$ cat src/rtl/gcd_pkg.sv
// Shared definitions for the GCD engine: state encoding and operand width helper.
package gcd_pkg;

    localparam logic [1:0] IDLE = 2'd0;
    localparam logic [1:0] CALC = 2'd1;
    localparam logic [1:0] DONE = 2'd2;

    typedef enum logic [1:0] {
        S_IDLE = IDLE,
        S_CALC = CALC,
        S_DONE = DONE
    } gcd_state_e;

    // Operand width for an N-digit comparator (two bits per digit).
    function automatic int unsigned gcd_width(input int unsigned n);
        return 2 * n;
    endfunction

endpackage

$ cat src/rtl/twoN_bitcomparator.sv
// Cascadable 2N-bit magnitude comparator built from N two-bit digits, MSB digit first.
// xgtyin/xltyin carry a decision from a more significant stage; tie both low for a standalone unit.
module twoN_bitcomparator #(
    parameter int unsigned N = 4
) (
    input  logic [2*N-1:0] x,
    input  logic [2*N-1:0] y,
    input  logic           xgtyin,
    input  logic           xltyin,
    output logic           xgty,
    output logic           xlty,
    output logic           xety
);

    logic gt;
    logic lt;

    // Walk digits from most significant down; the first differing digit decides.
    always_comb begin
        gt = xgtyin;
        lt = xltyin;
        for (int i = int'(N) - 1; i >= 0; i--) begin
            if (!gt && !lt) begin
                if (x[2*i +: 2] > y[2*i +: 2]) begin
                    gt = 1'b1;
                end else if (x[2*i +: 2] < y[2*i +: 2]) begin
                    lt = 1'b1;
                end
            end
        end
        xgty = gt;
        xlty = lt;
        xety = !gt && !lt;
    end

endmodule

$ cat src/rtl/gcd_engine.sv
// Iterative subtract-and-compare GCD unit with valid/ready handshakes on both sides.
// Optional feature: define GCD_ITER_COUNT_EN to add the iter_cnt port and its counter.
module gcd_engine
    import gcd_pkg::*;
#(
    parameter  int unsigned N = 4,
    localparam int unsigned W = gcd_width(N)
) (
    input  logic         clk,
    input  logic         rst,
    input  logic         in_valid,
    output logic         in_ready,
    input  logic [W-1:0] in_a,
    input  logic [W-1:0] in_b,
    output logic         out_valid,
    input  logic         out_ready,
    output logic [W-1:0] out_gcd,
    output logic         busy
`ifdef GCD_ITER_COUNT_EN
    ,
    output logic [W-1:0] iter_cnt
`endif
);

    gcd_state_e   state;
    logic [W-1:0] x;
    logic [W-1:0] y;
    logic         x_zero;
    logic         y_zero;
    logic         xgty;
    logic         xlty;
    logic         xety;

    twoN_bitcomparator #(.N(N)) u_cmp (
        .x      (x),
        .y      (y),
        .xgtyin (1'b0),
        .xltyin (1'b0),
        .xgty   (xgty),
        .xlty   (xlty),
        .xety   (xety)
    );

    assign x_zero = (x == '0);
    assign y_zero = (y == '0);

    // Control FSM, operand registers and registered handshake flags.
    always_ff @(posedge clk) begin
        if (rst) begin
            state     <= S_IDLE;
            x         <= '0;
            y         <= '0;
            out_gcd   <= '0;
            in_ready  <= 1'b1;
            out_valid <= 1'b0;
            busy      <= 1'b0;
        end else begin
            case (state)
                S_IDLE: begin
                    if (in_valid) begin
                        x        <= in_a;
                        y        <= in_b;
                        state    <= S_CALC;
                        in_ready <= 1'b0;
                        busy     <= 1'b1;
                    end
                end
                S_CALC: begin
                    if (x_zero) begin
                        out_gcd   <= y;
                        state     <= S_DONE;
                        out_valid <= 1'b1;
                    end else if (y_zero || xety) begin
                        out_gcd   <= x;
                        state     <= S_DONE;
                        out_valid <= 1'b1;
                    end else if (xgty) begin
                        x <= x - y;
                    end else if (xlty) begin
                        y <= y - x;
                    end
                end
                S_DONE: begin
                    if (out_ready) begin
                        state     <= S_IDLE;
                        out_valid <= 1'b0;
                        busy      <= 1'b0;
                        in_ready  <= 1'b1;
                    end
                end
                default: begin
                    state     <= S_IDLE;
                    out_valid <= 1'b0;
                    busy      <= 1'b0;
                    in_ready  <= 1'b1;
                end
            endcase
        end
    end

`ifdef GCD_ITER_COUNT_EN
    // CALC cycle counter: cleared on accept, counts every CALC cycle, held through DONE.
    always_ff @(posedge clk) begin
        if (rst) begin
            iter_cnt <= '0;
        end else if (state == S_IDLE && in_valid) begin
            iter_cnt <= '0;
        end else if (state == S_CALC) begin
            iter_cnt <= iter_cnt + W'(1);
        end
    end
`endif

endmodule

$ cat config.mk
export PLATFORM = sky130hd
export DESIGN_NAME = gcd_engine
export DESIGN_NICKNAME = d
export VERILOG_FILES = /design/src/rtl/gcd_pkg.sv /design/src/rtl/twoN_bitcomparator.sv /design/src/rtl/gcd_engine.sv
export SDC_FILE = /design/constraint.sdc
export NUM_CORES = 1
export LEC_CHECK = 0
export CELL_PAD_IN_SITES_DETAIL_PLACEMENT = 1
export CELL_PAD_IN_SITES_GLOBAL_PLACEMENT = 2
export CORE_ASPECT_RATIO = 0.6
export CORE_MARGIN = 2
export CORE_UTILIZATION = 35
export CTS_CLUSTER_DIAMETER = 120
export CTS_CLUSTER_SIZE = 16
export DETAILED_ROUTE_END_ITERATION = 8
export GPL_TIMING_DRIVEN = 0
export PLACE_DENSITY = 0.84
export SLEW_MARGIN = 15
export SYNTH_ARGS = -nofsm -noshare
export SYNTH_HDL_FRONTEND = slang
export SYNTH_SLANG_ARGS = --single-unit
$ cat constraint.sdc
create_clock -name clk -period 7.4 [get_ports clk]
set_clock_uncertainty 0.1 [all_clocks]
set_input_delay 1.85 -clock clk [delete_from_list [all_inputs] [get_ports clk]]
set_output_delay 1.85 -clock clk [all_outputs]
set_load 0.01 [all_outputs]
Word-level counts from Yosys, hierarchy flattened. Cells that the tools add are included.

Register bits after elaboration: 29. Output and inout port bits: 11. Logic and storage cells: 98. Bits of input ports: 20.

Bitwise logic cells: 2. Order comparisons: 8. Eq/ne operators: 10. Add/subtract/negate cells: 2. Mux-type cells: 45. Reduce and logical (&&, ||, !) cells: 24.

Operators by type and width (count): two-way mux 8 bit (11); case mux 8 bit (2 select lines) (2); two-way mux 1 bit (24); zero test 8 bit (2); subtractor 8 bit (2); != test 2 bit (second input constant) (5); case mux 1 bit (3 select lines) (3); AND reduction 3 bit (3); > comparator 2 bit (4); zero test 1 bit (8); less-than comparator 2 bit (4); two-way mux 2 bit (4); case mux 2 bit (3 select lines) (1); AND reduction 6 bit (1); AND reduction 5 bit (1); logical AND 1 bit (4); != test 2 x 1 -> 1 bit (second input constant) (2); nonzero test 2 bit (2); != test 3 bit (second input constant) (1); equality test 2 x 1 -> 1 bit (second input constant) (1); equality test 2 bit (second input constant) (1); zero test 2 bit (1); inverter 1 bit (2); AND reduction 2 bit (1); logical OR 1 bit (1).

Longest topological paths before layout. Gate-level depths: netlist of run 1.

Depth in word-level cells: 18. Gate-level depth with buffers: 10.

Hierarchy. A second synthesis of run 1 with hierarchy kept.

Cell total of the unflattened synthesis: 303. Area total of the unflattened synthesis: 2392.3 µm².

Modules (own cells, without submodules): gcd_engine (cells each 255, area each 2026.9 µm², sequential area each 580.6 µm², times used 1); twoN_bitcomparator (cells each 48, area each 365.4 µm², sequential area each 0.0 µm², times used 1).

Least setup slack after synthesis of run 1. OpenSTA, ideal clock, no wires.

Path kind: input-to-reg. Start: input port in_valid. End: register x[0]. Setup slack: 4.488 ns. Stages: 4. Arrival: 2.675 ns. Library setup time: 0.137 ns. Required time: 7.163 ns. Path through: o21ai_0 > a211o_4 > a2111oi_2 > nor3_1.

Word-level cells in the longest chain between the ends: 2.

Ends and longest elaborated chain: start: declaration (line gcd_engine.sv:11) `input logic in_valid,`; != test 2 bit (no line); AND reduction 5 bit (no line); end signal: assignment (line gcd_engine.sv:61) `x <= in_a;`; end signal: assignment (line gcd_engine.sv:78) `x <= x - y;`; end: declaration (line gcd_engine.sv:26) `logic [W-1:0] x;`.

No other way between the ends. A chain may end at the register's enable or synchronous reset.

Final worst setup path of run 1.
Start: input port in_valid. End: register x[4].

The elaborated chain is that of the path after synthesis.

==> results of run 1 <==
[cell families (layout without fill, tap and decap cells)]
family / count (synthesis) / after routing / synth area share [%]
xor gates and xnor gates: 3 / 3 / 1.17
AOI/OAI and AO/OA: 80 / 80 / 28.8
buffers and inverters: 32 / 69 / 6.41
and+or+nand+nor: 99 / 99 / 23.0
muxes: 9 / 9 / 4.02
adders and majority gates: 18 / 18 / 10.7
DFF: 29 / 29 / 25.9
[per-stage QoR]
stage               hold WS (ns)  setup WS (ns)
detailed placement         0.367           3.73
global placement           0.348           3.82
CTS                        0.376           4.06
global route               0.385           3.92
floorplan                  0.345           4.49
finish                     0.366           4.03
[registers in the layout (all words and copies together) (netlist names)]
| register | cells |
|---|---|
| x | 8 |
| in_ready | 1 |
| out_gcd | 8 |
| busy | 1 |
| y | 8 |
| state | 2 |
| out_valid | 1 |
[how the worst min path moves through the flow]
stage / to / slack, ns / depth (start not counted)
global route: out_gcd[4] / 0.38 / 2
finish: out_gcd[4] / 0.37 / 2
floorplan: state[1] / 0.35 / 2
global placement: out_gcd[4] / 0.35 / 2
detailed placement: out_gcd[4] / 0.37 / 2
CTS: out_gcd[4] / 0.38 / 2
[per-layer routing]
| layer | up-vias | wire [um] |
|---|---|---|
| met5 | - | 0 |
| met2 | 47 | 3100 |
| met4 | 0 | 34 |
| met3 | 5 | 423 |
| met1 | 1009 | 3780 |
| li1 | 1032 | - |
[final cells by class]
cell class | instances | area [um^2]
fill | 748 | 3430
multi-input combinational | 209 | 1520
sequential | 29 | 581
timing repair buffer | 29 | 290
tap | 84 | 105
clock buffer | 7 | 96.3
buffer | 13 | 72.6
inverter | 19 | 71.3
clock inverter | 1 | 5.00
[tightest hold or removal path, stage by stage (launching register included)]
cell,delay (ns)
dfxtp_1,0.31
nand2_1,0.06
a21oi_1,0.05
[synthesized netlist by cell type (all sizes together)]
| library cell | count |
|---|---|
| nor3b | 2 |
| fa | 2 |
| a311oi | 5 |
| nor2 | 30 |
| a21boi | 1 |
| and2 | 1 |
| a31oi | 3 |
| xor2 | 2 |
| a41o | 1 |
| ha | 16 |
| nand3 | 3 |
| buf | 7 |
| a2111oi | 3 |
| o31a | 3 |
| nand2 | 29 |
| o32ai | 1 |
| o31ai | 2 |
| or2 | 2 |
| or4 | 3 |
| nand2b | 2 |
| nor2b | 9 |
| a21o | 2 |
| o21a | 7 |
| a211o | 1 |
| inv | 19 |
| nor4 | 3 |
| xnor2 | 1 |
| mux2i | 9 |
| dfxtp | 29 |
| clkbuf | 6 |
| o211ai | 1 |
| a221oi | 1 |
| and4 | 1 |
| a211oi | 8 |
| o21ai | 14 |
| o2111ai | 1 |
| a21oi | 25 |
| nand3b | 4 |
| nor3 | 10 |
| o22ai | 1 |
[where the power goes]
group          internal [mW]  total (mW)  switching [mW]
sequential             0.211       0.283          0.0728
clock                 0.0841       0.155          0.0704
combinational          0.443        1.09           0.645
total                  0.738        1.53           0.788
==> impl_metrics.env, run 1 <==
export IMPL_status="finished clean"
export IMPL_use_met1_pct=32.6
export IMPL_cellLeakagePower_nw=1.10
export IMPL_worstSetupPathType="input port to flop"
export IMPL_drive_gt1_share_pct=12.1
export IMPL_cts_max_level=2
export IMPL_final_setup_tns_ns=0
export IMPL_drc=0
export IMPL_ys_warn_count=0
export IMPL_via_per_inst=5.35
export IMPL_cp_endpoint="x[4]"
export IMPL_critPathCaptureType="flop"
export IMPL_synth_area_um2=2240
export IMPL_final_cell_count_no_fill=391
export IMPL_clock_sinks=29
export IMPL_clockBufferDepth=2
export IMPL_synth_fp_nets=308
export IMPL_drv_slew=0
export IMPL_rows=22
export IMPL_postCtsSetupRepairBufs=0
export IMPL_synth_avg_cell_area_um2=8.31
export IMPL_routed_wl_mm=7.34
export IMPL_max_stage_delay_ns=0.52
export IMPL_fp_dieW_um=107
export IMPL_port_buffers=29
export IMPL_avgRoutedWirePerCell_um=18.8
export IMPL_gp_congestion=0.820
export IMPL_dp_hpwl_mm=5.53
export IMPL_ff2ff_path_depth=10
export IMPL_cp_startpoint="in_valid"
export IMPL_synthTopCellsByArea="dfxtp_1, ha_1, a21oi_1"
export IMPL_critical_path_n_buffers_inverters=1
export IMPL_reg2reg_from="y[2]"
export IMPL_cts_buffers=5
export IMPL_ios=31
export IMPL_core_region_area_um2=6170
export IMPL_vdd_ir_drop_worst_v=0.000212
export IMPL_power_density_nw_per_um2=557
export IMPL_yosysTopAreaCell="dfxtp_1"
export IMPL_area_growth_pct=22.1
export IMPL_required_ns=7.51
export IMPL_synth_distinct_cells=54
export IMPL_fmax_mhz=297
export IMPL_arrival_ns=3.47
export IMPL_grt_ovfl_total=0
export IMPL_ant_nets=0
export IMPL_antenna_cells=0
export IMPL_final_area_um2=2740
export IMPL_insertion_delay_ns=0.29
export IMPL_path_delay_family="compound AO/OA/AOI/OAI gates"
export IMPL_first_pass_iters=4
export IMPL_grt_antenna_before_repair=0
export IMPL_worst_pin_slew_ns=0.723
export IMPL_grtUsageMet3_pct=4.14
export IMPL_hold_buffers=0
export IMPL_top_usage_layer="met2"
export IMPL_vias=2093
export IMPL_die_area_um2=7090
export IMPL_synth_seq_cells=29
export IMPL_layout_common_cells="nand2_1, nor2_1, dfxtp_1, clkdlybuf4s50_1, a21oi_1"
export IMPL_fin_crit_sh_pct=45.5
export IMPL_die_y_um=66.0
export IMPL_cts_tree="yes"
export IMPL_hold_start="out_gcd[4]"
export IMPL_dp_cells=383
export IMPL_clkTransAtPathRegs_ns=0.08
export IMPL_cp_depth=5
export IMPL_grt_pass1_wl_mm=11.9
export IMPL_path_max_fanout=9
export IMPL_nNetsFinal=344
export IMPL_hold_viol=0
export IMPL_yosys_area_top_type_share_pct=25.9
export IMPL_gr_usage_all_layers_pct=22.4
export IMPL_cts_root_buf="clkbuf_8"
export IMPL_maxCapViolations=0
export IMPL_grt_max_degree=11
export IMPL_min_period_ns=3.37
export IMPL_power_mw=1.53
export IMPL_drt_iter0_drc=127
export IMPL_hp_class="flop to flop"
export IMPL_worstPathCellList="clkdlybuf4s50_1, o21ai_0, a211oi_4, a21oi_1, a311oi_1"
export IMPL_rsz0062_at_grt="false"
export IMPL_regToRegSetupSlack_ns=4.63
export IMPL_grt_pass1_vias=2126
export IMPL_cts_resized=0
export IMPL_place_area_um2=2640
export IMPL_r2r_end="y[5]"
export IMPL_met2_usage_pct=35.1
export IMPL_initial_core_util_pct=36.4
export IMPL_final_util_pct=44.4
export IMPL_yosysSeqAreaShare_pct=25.9
export IMPL_startpoint_type="input port"
export IMPL_setup_viol=0
export IMPL_slew_headroom_pct=51.8
export IMPL_synthCells=270
export IMPL_critPathSlowestCell="a211oi_4"
(Power assumes the default switching activity.)
==> run 2: changes to the inputs <==
- CORE_UTILIZATION: 35 -> 33
- PLACE_DENSITY: 0.84 -> 0.8
- clock period: 7.4 -> 3.45 ns (I/O delays scaled with it)
==> run 2 against run 1 <==
  * Critical path depth rose by 5
  * Utilization fell by 2.4 points
  * Register-to-register slack got worse by 3.9 ns
  * Final cell count rose by 0.77%
  * First-iteration DRC count fell by 28%
  * Combinational power rose by 110%
  * Setup slack got worse by 3.3 ns
  * Power rose by 120%
  * Die area rose by 5.8%
  * Highest routed layer unchanged
  * Via count fell by 1.3%
==> impl_metrics.env, run 2 (same netlist as run 1, synthesis figures left out) <==
export IMPL_hold_viol=0
export IMPL_drive_gt1_share_pct=12.1
export IMPL_vdd_ir_drop_worst_v=0.000408
export IMPL_worstSetupPathType="flop to flop"
export IMPL_slew_headroom_pct=51.4
export IMPL_reg_largest_list="out_gcd x8, x x8, y x8"
export IMPL_path_max_fanout=10
export IMPL_startpoint_type="flop"
export IMPL_rows=23
export IMPL_critPathCaptureType="flop"
export IMPL_maxCapViolations=0
export IMPL_power_mw=3.38
export IMPL_dp_hpwl_mm=5.39
export IMPL_clockBufferDepth=2
export IMPL_hold_buffers=0
export IMPL_cts_tree="yes"
export IMPL_port_buffers=29
export IMPL_antenna_cells=0
export IMPL_cts_root_buf="clkbuf_16"
export IMPL_insertion_delay_ns=0.28
export IMPL_cellLeakagePower_nw=1.11
export IMPL_drc=0
export IMPL_die_y_um=67.9
export IMPL_routed_wl_mm=7.19
export IMPL_grt_max_degree=11
export IMPL_rsz0062_at_grt="false"
export IMPL_min_period_ns=2.70
export IMPL_initial_core_util_pct=33.9
export IMPL_fin_crit_sh_pct=78.2
export IMPL_cp_endpoint="y[5]"
export IMPL_grt_ovfl_total=0
export IMPL_status="finished clean"
export IMPL_vias=2066
export IMPL_cts_max_level=2
export IMPL_setup_ws_ns=0.751
export IMPL_fp_dieW_um=110
export IMPL_ant_nets=0
export IMPL_setup_viol=0
export IMPL_grt_antenna_before_repair=0
export IMPL_grt_pass1_wl_mm=11.0
export IMPL_cp_startpoint="y[5]"
export IMPL_drt_iter0_drc=92
export IMPL_clock_sinks=29
export IMPL_drv_slew=0
export IMPL_whs_ns=0.355
export IMPL_postCtsSetupRepairBufs=0
export IMPL_via_per_inst=5.24
export IMPL_power_density_nw_per_um2=1210
export IMPL_cts_resized=0
export IMPL_cts_buffers=5
export IMPL_hp_class="flop to flop"
export IMPL_seqCellArea_um2=581
export IMPL_r2r_end="y[5]"
export IMPL_gp_congestion=0.841
export IMPL_layout_common_cells="nand2_1, nor2_1, dfxtp_1, clkdlybuf4s50_1, a21oi_1"
export IMPL_reg2reg_from="y[5]"
export IMPL_gr_usage_all_layers_pct=19.4
export IMPL_clkTransAtPathRegs_ns=0.06
export IMPL_required_ns=3.55
export IMPL_core_region_area_um2=6620
export IMPL_final_setup_tns_ns=0
export IMPL_grt_pass1_vias=1945
export IMPL_dp_slack_ns=0.792
export IMPL_area_growth_pct=24.1
export IMPL_worst_pin_slew_ns=0.722
export IMPL_die_area_um2=7500
export IMPL_ios=31
export IMPL_fmax_mhz=370
export IMPL_n_fill_cell=794
export IMPL_first_pass_iters=4
export IMPL_regToRegSetupSlack_ns=0.75
export IMPL_arrival_ns=2.80
export IMPL_ff2ff_path_depth=10
export IMPL_nNetsFinal=344
export IMPL_multi_input_area_um2=1520
export IMPL_avgRoutedWirePerCell_um=18.2
-- run 2: metal layers --
layer / wire length (um) / global-route usage [%] / share of wire, %
met1: 3860 / 28.3 / 54
met2: 3000 / 30.7 / 42
met3: 302 / 3.63 / 4.2
met4: 32 / 2.81 / 0.45
met5: 0 / 0 / 0
-- run 2: how the worst min path moves through the flow --
stage,end,depth (start not counted),from,slack [ns]
CTS,out_gcd[4],2,out_gcd[4],0.36
global placement,out_gcd[4],2,out_gcd[4],0.35
global route,out_gcd[4],2,out_gcd[4],0.39
detailed placement,out_gcd[4],2,out_gcd[4],0.35
floorplan,state[1],2,state[1],0.35
finish,out_gcd[4],2,out_gcd[4],0.35
-- run 2: power by group --
| part | switching (mW) | leakage [nW] | total [mW] | internal [mW] |
|---|---|---|---|---|
| Combinational | 1.39 | 0.804 | 2.34 | 0.951 |
| Clock | 0.170 | 0.0696 | 0.434 | 0.264 |
| Sequential | 0.150 | 0.239 | 0.603 | 0.452 |
-- run 2: stage by stage --
step | std cells | utilization (%) | instance area, um^2
after floorplan | 270 | - | 2240
after global placement | 386 | 39.9 | 2640
after detailed placement | 386 | 39.9 | 2640
after CTS | 394 | 42.1 | 2790
after global routing | 394 | 42.1 | 2790
final | 394 | 42.1 | 2790
-- run 2: worst max-delay path: stages, from the launching register on --
cell and delay (ns):
dfxtp_1 0.39, inv_1 0.10, ha_1 0.31, buf_6 0.15
nor2b_4 0.13, o32ai_4 0.35, a21oi_1 0.13, o31ai_4 0.47
buf_6 0.26, o21ai_1 0.08, a31oi_1 0.15
-- run 2: cell type report --
| type | count | area share (%) |
|---|---|---|
| Multi-Input combinational cell | 209 | 54.5 |
| Sequential cell | 29 | 20.8 |
| Timing Repair Buffer | 29 | 10.4 |
| Clock buffer | 5 | 4.49 |
| Tap cell | 87 | 3.91 |
| Buffer | 13 | 2.61 |
| Inverter | 19 | 2.56 |
| Clock inverter | 3 | 0.629 |
